$ cat config.mk
export PLATFORM = sky130hd
export DESIGN_NAME = decode_issue_reg
export DESIGN_NICKNAME = d
export VERILOG_FILES = /design/src/rtl/decode_issue_reg.sv
export SDC_FILE = /design/constraint.sdc
export NUM_CORES = 1
export LEC_CHECK = 0
export CORE_AREA = 3 3 342 344
export CTS_CLUSTER_DIAMETER = 40
export DETAILED_ROUTE_END_ITERATION = 12
export DIE_AREA = 0 0 345 347
export SYNTH_ARGS = -nofsm -noshare
export SYNTH_HDL_FRONTEND = slang
export SYNTH_SLANG_ARGS = --single-unit
$ cat constraint.sdc
create_clock -name clk -period 5.6 [get_ports clk]
set_clock_uncertainty 0.05 [all_clocks]
set_input_delay 1.12 -clock clk [delete_from_list [all_inputs] [get_ports clk]]
set_output_delay 1.12 -clock clk [all_outputs]
set_load 0.01 [all_outputs]
$ cat src/rtl/decode_issue_reg.sv
// Registered decode->execute boundary with valid/ready handshake, fixed-priority
// N-source operand forwarding, load-use interlock, flush and a saturating stall counter.
module decode_issue_reg #(
   parameter int XLEN    = 64,
   parameter int NUM_FWD = 3,
   parameter int CTL_W   = 32,
   parameter int CNT_W   = 16
) (
   input  logic                    clk,
   input  logic                    reset,
   input  logic                    in_valid,
   output logic                    in_ready,
   input  logic [XLEN-1:0]         in_pc,
   input  logic [31:0]             in_instr,
   input  logic [CTL_W-1:0]        in_ctl,
   input  logic [XLEN-1:0]         in_imm,
   input  logic [XLEN-1:0]         rf_rd1,
   input  logic [XLEN-1:0]         rf_rd2,
   input  logic [NUM_FWD-1:0]      fwd_valid,
   input  logic [NUM_FWD*5-1:0]    fwd_dst,
   input  logic [NUM_FWD-1:0]      fwd_pending,
   input  logic [NUM_FWD*XLEN-1:0] fwd_data,
   input  logic                    flush,
   output logic                    out_valid,
   input  logic                    out_ready,
   output logic [XLEN-1:0]         out_pc,
   output logic [31:0]             out_instr,
   output logic [CTL_W-1:0]        out_ctl,
   output logic [XLEN-1:0]         out_imm,
   output logic [XLEN-1:0]         out_srca,
   output logic [XLEN-1:0]         out_srcb,
   output logic [4:0]              out_rs1,
   output logic [4:0]              out_rs2,
   output logic [4:0]              out_dst,
   output logic                    hazard,
   output logic [CNT_W-1:0]        stall_cnt
);

   localparam logic [0:0] EMPTY = 1'b0;
   localparam logic [0:0] FULL  = 1'b1;

   logic [0:0]      state;
   logic [4:0]      rs1, rs2;
   logic [XLEN-1:0] srca_res, srcb_res;
   logic            hit_a, hit_b, haz_a, haz_b;
   logic            capture;

   assign rs1 = in_instr[19:15];
   assign rs2 = in_instr[24:20];

   // Lowest-index matching source wins; a pending winner interlocks, but a
   // pending older source hidden behind a ready younger one does not.
   always_comb begin
      srca_res = rf_rd1;
      srcb_res = rf_rd2;
      hit_a    = 1'b0;
      hit_b    = 1'b0;
      haz_a    = 1'b0;
      haz_b    = 1'b0;
      for (int i = 0; i < NUM_FWD; i++) begin
         if (!hit_a && fwd_valid[i] && (fwd_dst[i*5 +: 5] == rs1)) begin
            hit_a    = 1'b1;
            srca_res = fwd_data[i*XLEN +: XLEN];
            haz_a    = fwd_pending[i];
         end
         if (!hit_b && fwd_valid[i] && (fwd_dst[i*5 +: 5] == rs2)) begin
            hit_b    = 1'b1;
            srcb_res = fwd_data[i*XLEN +: XLEN];
            haz_b    = fwd_pending[i];
         end
      end
      if (rs1 == 5'd0) begin
         srca_res = '0;
         haz_a    = 1'b0;
      end
      if (rs2 == 5'd0) begin
         srcb_res = '0;
         haz_b    = 1'b0;
      end
   end

   assign out_valid = (state == FULL);
   assign hazard    = in_valid && (haz_a || haz_b);
   assign in_ready  = !flush && !hazard && (!out_valid || out_ready);
   assign capture   = in_valid && in_ready;

   always_ff @(posedge clk) begin
      if (reset) begin
         state     <= EMPTY;
         out_pc    <= '0;
         out_instr <= '0;
         out_ctl   <= '0;
         out_imm   <= '0;
         out_srca  <= '0;
         out_srcb  <= '0;
         out_rs1   <= '0;
         out_rs2   <= '0;
         out_dst   <= '0;
         stall_cnt <= '0;
      end else begin
         if (hazard && !flush && (stall_cnt != {CNT_W{1'b1}}))
            stall_cnt <= stall_cnt + CNT_W'(1);
         if (flush) begin
            state <= EMPTY;
         end else if (capture) begin
            state     <= FULL;
            out_pc    <= in_pc;
            out_instr <= in_instr;
            out_ctl   <= in_ctl;
            out_imm   <= in_imm;
            out_srca  <= srca_res;
            out_srcb  <= srcb_res;
            out_rs1   <= rs1;
            out_rs2   <= rs2;
            out_dst   <= in_instr[11:7];
         end else if (out_ready) begin
            state <= EMPTY;
         end
      end
   end

endmodule

==> results of run 1 <==
metrics by stage:
| stage | util, % | power (mW) |
|---|---|---|
| finish | 25.3 | 8.63 |
| global route | 25.2 | 8.98 |
| CTS | 25.2 | 8.76 |
| detailed placement | 22.9 | 4.01 |
| global placement | 22.9 | 4.00 |
| floorplan | - | 3.11 |
power by group through the flow:
stage / registers (mW) / logic [mW] / clock network, mW
2_1_floorplan: 2.70 / 0.413 / 0
3_3_place_gp: 2.65 / 1.35 / 0
3_5_place_dp: 2.65 / 1.35 / 0
4_1_cts: 2.61 / 1.36 / 4.79
5_1_grt: 2.62 / 1.44 / 4.91
6_report: 2.61 / 1.35 / 4.67
layout make-up:
cell class,instances,area share [%]
Inverter,2,0.0260
Tap cell,1512,6.56
Multi-Input combinational cell,1364,27.7
Timing Repair Buffer,938,32.8
Clock inverter,50,2.51
Clock buffer,84,6.79
Antenna cell,24,0.208
Sequential cell,337,23.4
state kept, by name (all words and copies together) (netlist names):
signal and count:
out_imm 64, out_pc 64, out_srca 64, out_srcb 64, out_ctl 32, out_instr 32
stall_cnt 16, out_valid 1
worst register-to-register path: cells and delay by family (launching register included):
family          cells  cell delay (ns)
compound gates      2             0.76
buf+inv             1             0.32
flops               1             0.30
simple gates        3             1.45
path summary, 6_finish.rpt:
check	from	to	cells past startpoint
max	in_instr[22]	in_ready	9
max reg2reg	out_valid	out_srca[13]	6
min	out_ctl[13]	out_ctl[13]	2
min reg2reg	out_ctl[13]	out_ctl[13]	2
cells in the final DEF, fill, tap and decap left out, drive strengths merged, types with 2 or more instances in the layout:
cell and instances:
clkdlybuf4s50 890, nand2 390, dfxtp 337, a21oi 335, nor2 138, a211oi 129
o2bb2ai 128, mux2i 128, clkbuf 85, buf 47, clkinv 27, diode 24
xor2 22, or4 15, o31ai 13, nand3 13, bufinv 11, and3 8
xnor2 8, inv 8, clkinvlp 6, nor3 5, nor2b 4, or3 4
nand4 3, and2 2, o21ai 2, a31o 2, nor3b 2, o221a 2
per-layer routing:
metal	GRT usage (%)	wire [um]
met1	16.8	37000
met2	23.8	43500
met3	7.19	10100
met4	6.82	3380
met5	0	254
logic make-up (layout without fill, tap and decap cells):
kind of cell               after synthesis  count (layout)  share of synthesized area, %
other                                    0              24                             0
xor gates and xnor gates                30              30                          1.74
adders and majority gates                1               1                        0.0805
AOI/OAI and AO/OA                      616             616                          25.6
and+or+nand+nor                        588             588                          15.3
DFF                                    337             337                          43.4
muxes                                  129             129                          8.32
buffers and inverters                  187            1074                          5.54
==> impl_metrics.sql, run 1 <==
INSERT INTO impl_metrics (metric_group, metric, value, unit) VALUES
('run_status', 'run_status', 'finished clean', ''),
('grt', 'wire_length_of_the_first_global_routing_pass', '130000', 'um'),
('power_and_ir_drop', 'p_switching', '2.29', 'mW'),
('routing', 'vias_per_cell', '4.11', ''),
('routing', 'drt_pre_antenna_iters', '7', ''),
('power_and_ir_drop', 'p_int', '6.34', 'mW'),
('placed_design', 'place.gp.congestion', '0.945', ''),
('power_and_ir_drop', 'power.combinational.fraction', '15.7', '%'),
('synth', 'number_of_enable_type_register_cells_in_the_synthesized_netlist', '0', ''),
('floorplanning', 'die-height', '347', 'um'),
('sta', 'timing.fmax', '188', 'MHz'),
('clocking', 'cts_max_path_buffers', '3', ''),
('min_path', 'worst_hold_path_type', 'reg -> reg', ''),
('final_layout', 'final_cells', '4311', ''),
('grt', 'grtUsageTotal', '14.9', '%'),
('synth', 'most_frequent_cell_after_synthesis', 'nand2_1', ''),
('final_layout', 'multi_input_area', '8010', 'um^2'),
('setup_path', 'critPathLaunchType', 'input pin', ''),
('setup_path', 'crit_path_cell_trace', 'clkdlybuf4s50_1 > xor2_1 > or3b_1 > o211ai_2 > o221a_1 > o22a_2 > nor2b_1 > nor3b_1 > clkdlybuf4s50_1', ''),
('setup_path', 'crit_top_cell', 'clkdlybuf4s50_1', ''),
('power_and_ir_drop', 'power.density', '299', 'nW/um^2'),
('routing', 'drt_iter0_markers', '897', ''),
('placed_design', 'post-dp-hpwl', '74300', 'um'),
('setup_path', 'critPathCaptureType', 'output pin', ''),
('sta', 'worst_slack', '0.294', 'ns'),
('clocking', 'clock_tree.root_cell', 'clkbuf_16', ''),
('synth', 'postSynth.asyncResetShare', '0', '%'),
('power_and_ir_drop', 'vdd_ir_drop_max', '0.000222', 'V'),
('sta', 'finalSetupViolCount', '0', ''),
('power_and_ir_drop', 'power.sequential.fraction', '30.2', '%'),
('floorplanning', 'dieWidth', '345', 'um'),
('final_layout', 'drive_above_1_share', '7.17', '%'),
('floorplanning', 'fp.dieArea', '120000', 'um^2'),
('grt', 'grt_pass1_vias', '17500', ''),
('synth', 'yosysUniqueCellTypes', '43', ''),
('setup_path', 'critical_path.top_delay_family', 'buffers and inverters', ''),
('synth', 'cell_area_after_synthesis', '15500', 'um^2'),
('synth', 'synth.net_count', '2427', ''),
('grt', 'antenna_found_initial', '59', ''),
('synth', 'avgSynthCellArea', '8.23', 'um^2'),
('routing', 'wl', '94200', 'um'),
('setup_path', 'crit_path_top_delay_cell', 'clkdlybuf4s50_1', ''),
('setup_path', 'critical_path.n_buffers_inverters', '2', ''),
('final_layout', 'syn_to_final_growth', '85.8', '%'),
('setup_path', 'path_max_fanout', '2', ''),
('clocking', 'cts_tree', 'built', ''),
('setup_path', 'critical_path_required', '4.43', 'ns'),
('floorplanning', 'std_cell_rows', '124', ''),
('sta', 'worst_hold_slack', '0.400', 'ns'),
('sta', 'slew_at_the_pin_with_the_worst_max_slew_slack', '1.01', 'ns'),
('placed_design', 'placement.setup.worst_slack', '0.275', 'ns'),
('synth', 'netlist.area_leader.share', '43.4', '%'),
('routing', 'remaining_drc_errors', '0', ''),
('placed_design', 'number_of_port_buffers', '891', ''),
('setup_path', 'rrSetupSlack', '2.63', 'ns'),
('final_layout', 'layout.filler_cells', '12300', ''),
('synth', 'synth_area_leader_cell', 'dfxtp_1', ''),
('sta', 'layout_worst_path_cycle_share', '94.8', '%'),
('floorplanning', 'core_area', '114000', 'um^2'),
('placed_design', 'placedCellCount', '4153', ''),
('clocking', 'post-cts-setup-buffers', '0', ''),
('clocking', 'cts.sinks', '337', ''),
('sta', 'slew_headroom', '32.5', '%'),
('sta', 'timing.final.max_slew_violations', '0', ''),
('grt', 'grt_overflow', '0', ''),
('synth', 'netlist_instances', '1888', ''),
('floorplanning', 'initial_core_util', '13.6', '%'),
('sta', 'rsz_0062_raised_after_global_routing', 'no', ''),
('synth', 'synth.area.top_cells', 'dfxtp_1 43%, a21oi_1 11%, nand2_1 9.4%', ''),
('sta', 'final-hold-violation-count', '0', ''),
('power_and_ir_drop', 'clkPwrFrac', '54.1', '%');
(Power assumes the default switching activity.)
==> run 2: changes to the inputs <==
--- a/config.mk
+++ b/config.mk
@@ -5,10 +5,12 @@
 export SDC_FILE = /design/constraint.sdc
 export NUM_CORES = 1
 export LEC_CHECK = 0
+export ABC_CLOCK_PERIOD_IN_PS = 5600
 export CORE_AREA = 3 3 342 344
 export CTS_CLUSTER_DIAMETER = 40
 export DETAILED_ROUTE_END_ITERATION = 12
 export DIE_AREA = 0 0 345 347
+export SKIP_CTS_REPAIR_TIMING = 1
 export SYNTH_ARGS = -nofsm -noshare
 export SYNTH_HDL_FRONTEND = slang
 export SYNTH_SLANG_ARGS = --single-unit
==> results of run 2 <==
The final DEF is identical to that of run 1; final timing and power are the same.
==> run 3: changes to the inputs <==
==> constraint.sdc (replaced) <==
create_clock -name clk -period 5.6 [get_ports clk]
set_clock_uncertainty 0.05 [all_clocks]
set_input_delay 1.12 -clock clk [delete_from_list [all_inputs] [get_ports clk]]
set_output_delay 1.12 -clock clk [all_outputs]
set_load 0.005 [all_outputs]
==> run 3 against run 2 <==
Worst hold slack about the same. Clock-buffer cell count up 2. Sequential share of layout area grew 0.13 points. Setup slack got worse by 0.0054 ns. Flip-flop and latch count stayed put. Critical path depth unchanged. First-iteration DRC count grew 26%. Sequential power barely moved. Critical endpoint unchanged.
==> impl_metrics.sql, run 3 (synthesis gave the netlist of run 1 again) <==
INSERT INTO impl_metrics (metric_group, metric, value, unit) VALUES
('final_layout', 'layout.cells.most_common_list', '890 x clkdlybuf4s50_1, 390 x nand2_1, 337 x dfxtp_1, 335 x a21oi_1, 135 x nor2_1', ''),
('setup_path', 'worstPathArrival', '4.14', 'ns'),
('placed_design', 'place.gp.congestion', '0.965', ''),
('sta', 'layout_worst_path_cycle_share', '94.9', '%'),
('routing', 'drt_pre_antenna_iters', '5', ''),
('setup_path', 'path_max_fanout', '5', ''),
('grt', 'grt_start_max_net_pins', '140', ''),
('min_path', 'whs_endpoint', 'out_pc[57]', ''),
('sta', 'timing.fmax', '188', 'MHz'),
('clocking', 'clkSlewWorstSetupHoldPaths', '0.05', 'ns'),
('setup_path', 'crit_top_cell', 'clkdlybuf4s50_1', ''),
('setup_path', 'rrSetupSlack', '2.76', 'ns'),
('clocking', 'cts_max_path_buffers', '3', ''),
('floorplanning', 'ios', '892', ''),
('sta', 'finalSetupViolCount', '0', ''),
('clocking', 'insertion_delay', '0.59', 'ns'),
('grt', 'antenna_found_initial', '56', ''),
('routing', 'routed_wire_length_per_instance', '21.9', 'um'),
('placed_design', 'placed_area', '26200', 'um^2'),
('sta', 'fin_setup_tns', '0', 'ns'),
('final_layout', 'syn_to_final_growth', '84.8', '%'),
('min_path', 'worstHoldStart', 'out_pc[57]', ''),
('floorplanning', 'core_area', '114000', 'um^2'),
('min_path', 'worst_hold_stages', '2', ''),
('setup_path', 'reg2reg_to', 'out_srca[9]', ''),
('final_layout', 'finalNetCount', '3261', ''),
('final_layout', 'layout_commonest_cell', 'clkdlybuf4s50_1', ''),
('grt', 'wire_length_of_the_first_global_routing_pass', '131000', 'um'),
('sta', 'rsz_0062_raised_after_global_routing', 'no', ''),
('placed_design', 'post-dp-hpwl', '74200', 'um'),
('power_and_ir_drop', 'vdd_ir_drop_max', '0.000217', 'V'),
('routing', 'antenna_violating_nets_post_route', '0', ''),
('routing', 'wl', '94200', 'um'),
('run_status', 'run_status', 'finished clean', ''),
('sta', 'final-hold-violation-count', '0', ''),
('grt', 'grt_pass1_vias', '17600', ''),
('clocking', 'tritoncts.num_buffers', '71', ''),
('setup_path', 'critPathCaptureType', 'output pin', ''),
('sta', 'slew_headroom', '32.1', '%'),
('setup_path', 'worst-setup-path-type', 'in -> out', ''),
('setup_path', 'r2r_start', 'out_valid', ''),
('final_layout', 'finish.instance_area', '28700', 'um^2'),
('placed_design', 'placedCellCount', '4161', ''),
('final_layout', 'layout.filler_cells', '12400', ''),
('setup_path', 'timing.reg2reg.worst_path_depth', '6', ''),
('setup_path', 'crit_path_top_delay_cell', 'clkdlybuf4s50_1', ''),
('setup_path', 'critPathLaunchType', 'input pin', ''),
('clocking', 'cts_tree', 'built', ''),
('sta', 'timing.final.max_slew_violations', '0', ''),
('floorplanning', 'std_cell_rows', '124', ''),
('floorplanning', 'fp.dieArea', '120000', 'um^2'),
('grt', 'grtUsageTotal', '14.9', '%'),
('clocking', 'cts.sinks', '337', ''),
('setup_path', 'crit_path_cell_trace', 'clkdlybuf4s50_1 > xnor2_1 > nand3_1 > o211a_1 > a311oi_2 > o22a_2 > nor2b_1 > nor3b_1 > clkdlybuf4s50_1', ''),
('routing', 'routed-via-count', '17800', ''),
('placed_design', 'placement.setup.worst_slack', '0.270', 'ns'),
('sta', 'finalCriticalPeriod', '5.31', 'ns'),
('placed_design', 'number_of_port_buffers', '891', ''),
('floorplanning', 'die-height', '347', 'um'),
('min_path', 'worst_hold_path_type', 'reg -> reg', ''),
('clocking', 'h_tree_levels', '3', ''),
('floorplanning', 'initial_core_util', '13.6', '%'),
('power_and_ir_drop', 'power.density', '291', 'nW/um^2'),
('sta', 'worst_hold_slack', '0.400', 'ns'),
('setup_path', 'slowest_delay', '0.77', 'ns'),
('sta', 'slew_at_the_pin_with_the_worst_max_slew_slack', '1.02', 'ns'),
('routing', 'vias_per_cell', '4.14', ''),
('floorplanning', 'dieWidth', '345', 'um'),
('routing', 'drt_iter0_markers', '1126', ''),
('setup_path', 'critical_path_required', '4.43', 'ns'),
('power_and_ir_drop', 'leakage', '9.72', 'nW'),
('routing', 'remaining_drc_errors', '0', ''),
('power_and_ir_drop', 'totalPowerFinal', '8.35', 'mW'),
('final_layout', 'drive_above_1_share', '7.13', '%'),
('final_layout', 'final_cells', '4308', ''),
('flow_run', 'max_cap_violations', '0', ''),
('final_layout', 'layout.core_utilization', '25.1', '%'),
('grt', 'grt_overflow', '0', ''),
('sta', 'worst_slack', '0.288', 'ns'),
('clocking', 'clock_tree.root_cell', 'clkbuf_16', '');
[run 3: worst max-delay path, delay by kind of cell]
family                    cells  cell delay [ns]
AOI/OAI and AO/OA             3             1.02
and+or+nand+nor               3             0.50
xor gates and xnor gates      1             0.17
buffers and inverters         2             1.30
[run 3: cell type report]
| cell class | count | area (um^2) | share of cell area [%] |
|---|---|---|---|
| clock inverters | 42 | 524 | 1.83 |
| well taps | 1512 | 1890 | 6.59 |
| clock buffers | 86 | 1970 | 6.85 |
| repair buffers | 946 | 9510 | 33.1 |
| inverters | 2 | 7.51 | 0.0262 |
| flip-flops and latches | 337 | 6750 | 23.5 |
| multi-input cells | 1364 | 8010 | 27.9 |
| diodes | 19 | 47.5 | 0.166 |
[run 3: metal layers]
layer	share of wire, %	track usage [%]	up-vias
met2	46	24.2	830
met4	3.2	5.80	36
met1	38	16.7	8356
met5	0.23	0	-
li1	-	-	8421
met3	12	7.42	189
[run 3: worst max path at each step]
stage          slack [ns]    startpoint  cells past startpoint        to
2_1_floorplan        1.62  in_instr[16]                      9  in_ready
3_3_place_gp         0.29  in_instr[18]                      9  in_ready
3_5_place_dp         0.27  in_instr[18]                      9  in_ready
4_1_cts              0.25  in_instr[18]                      9  in_ready
5_1_grt              0.09  in_instr[18]                      9  in_ready
6_report             0.29  in_instr[18]                      9  in_ready
[run 3: power by group]
part / internal, mW / switching [mW] / total (mW) / leakage, nW
Clock: 2.96 / 1.48 / 4.44 / 1.21
Combinational: 0.743 / 0.559 / 1.30 / 5.76
Sequential: 2.53 / 0.0786 / 2.61 / 2.75
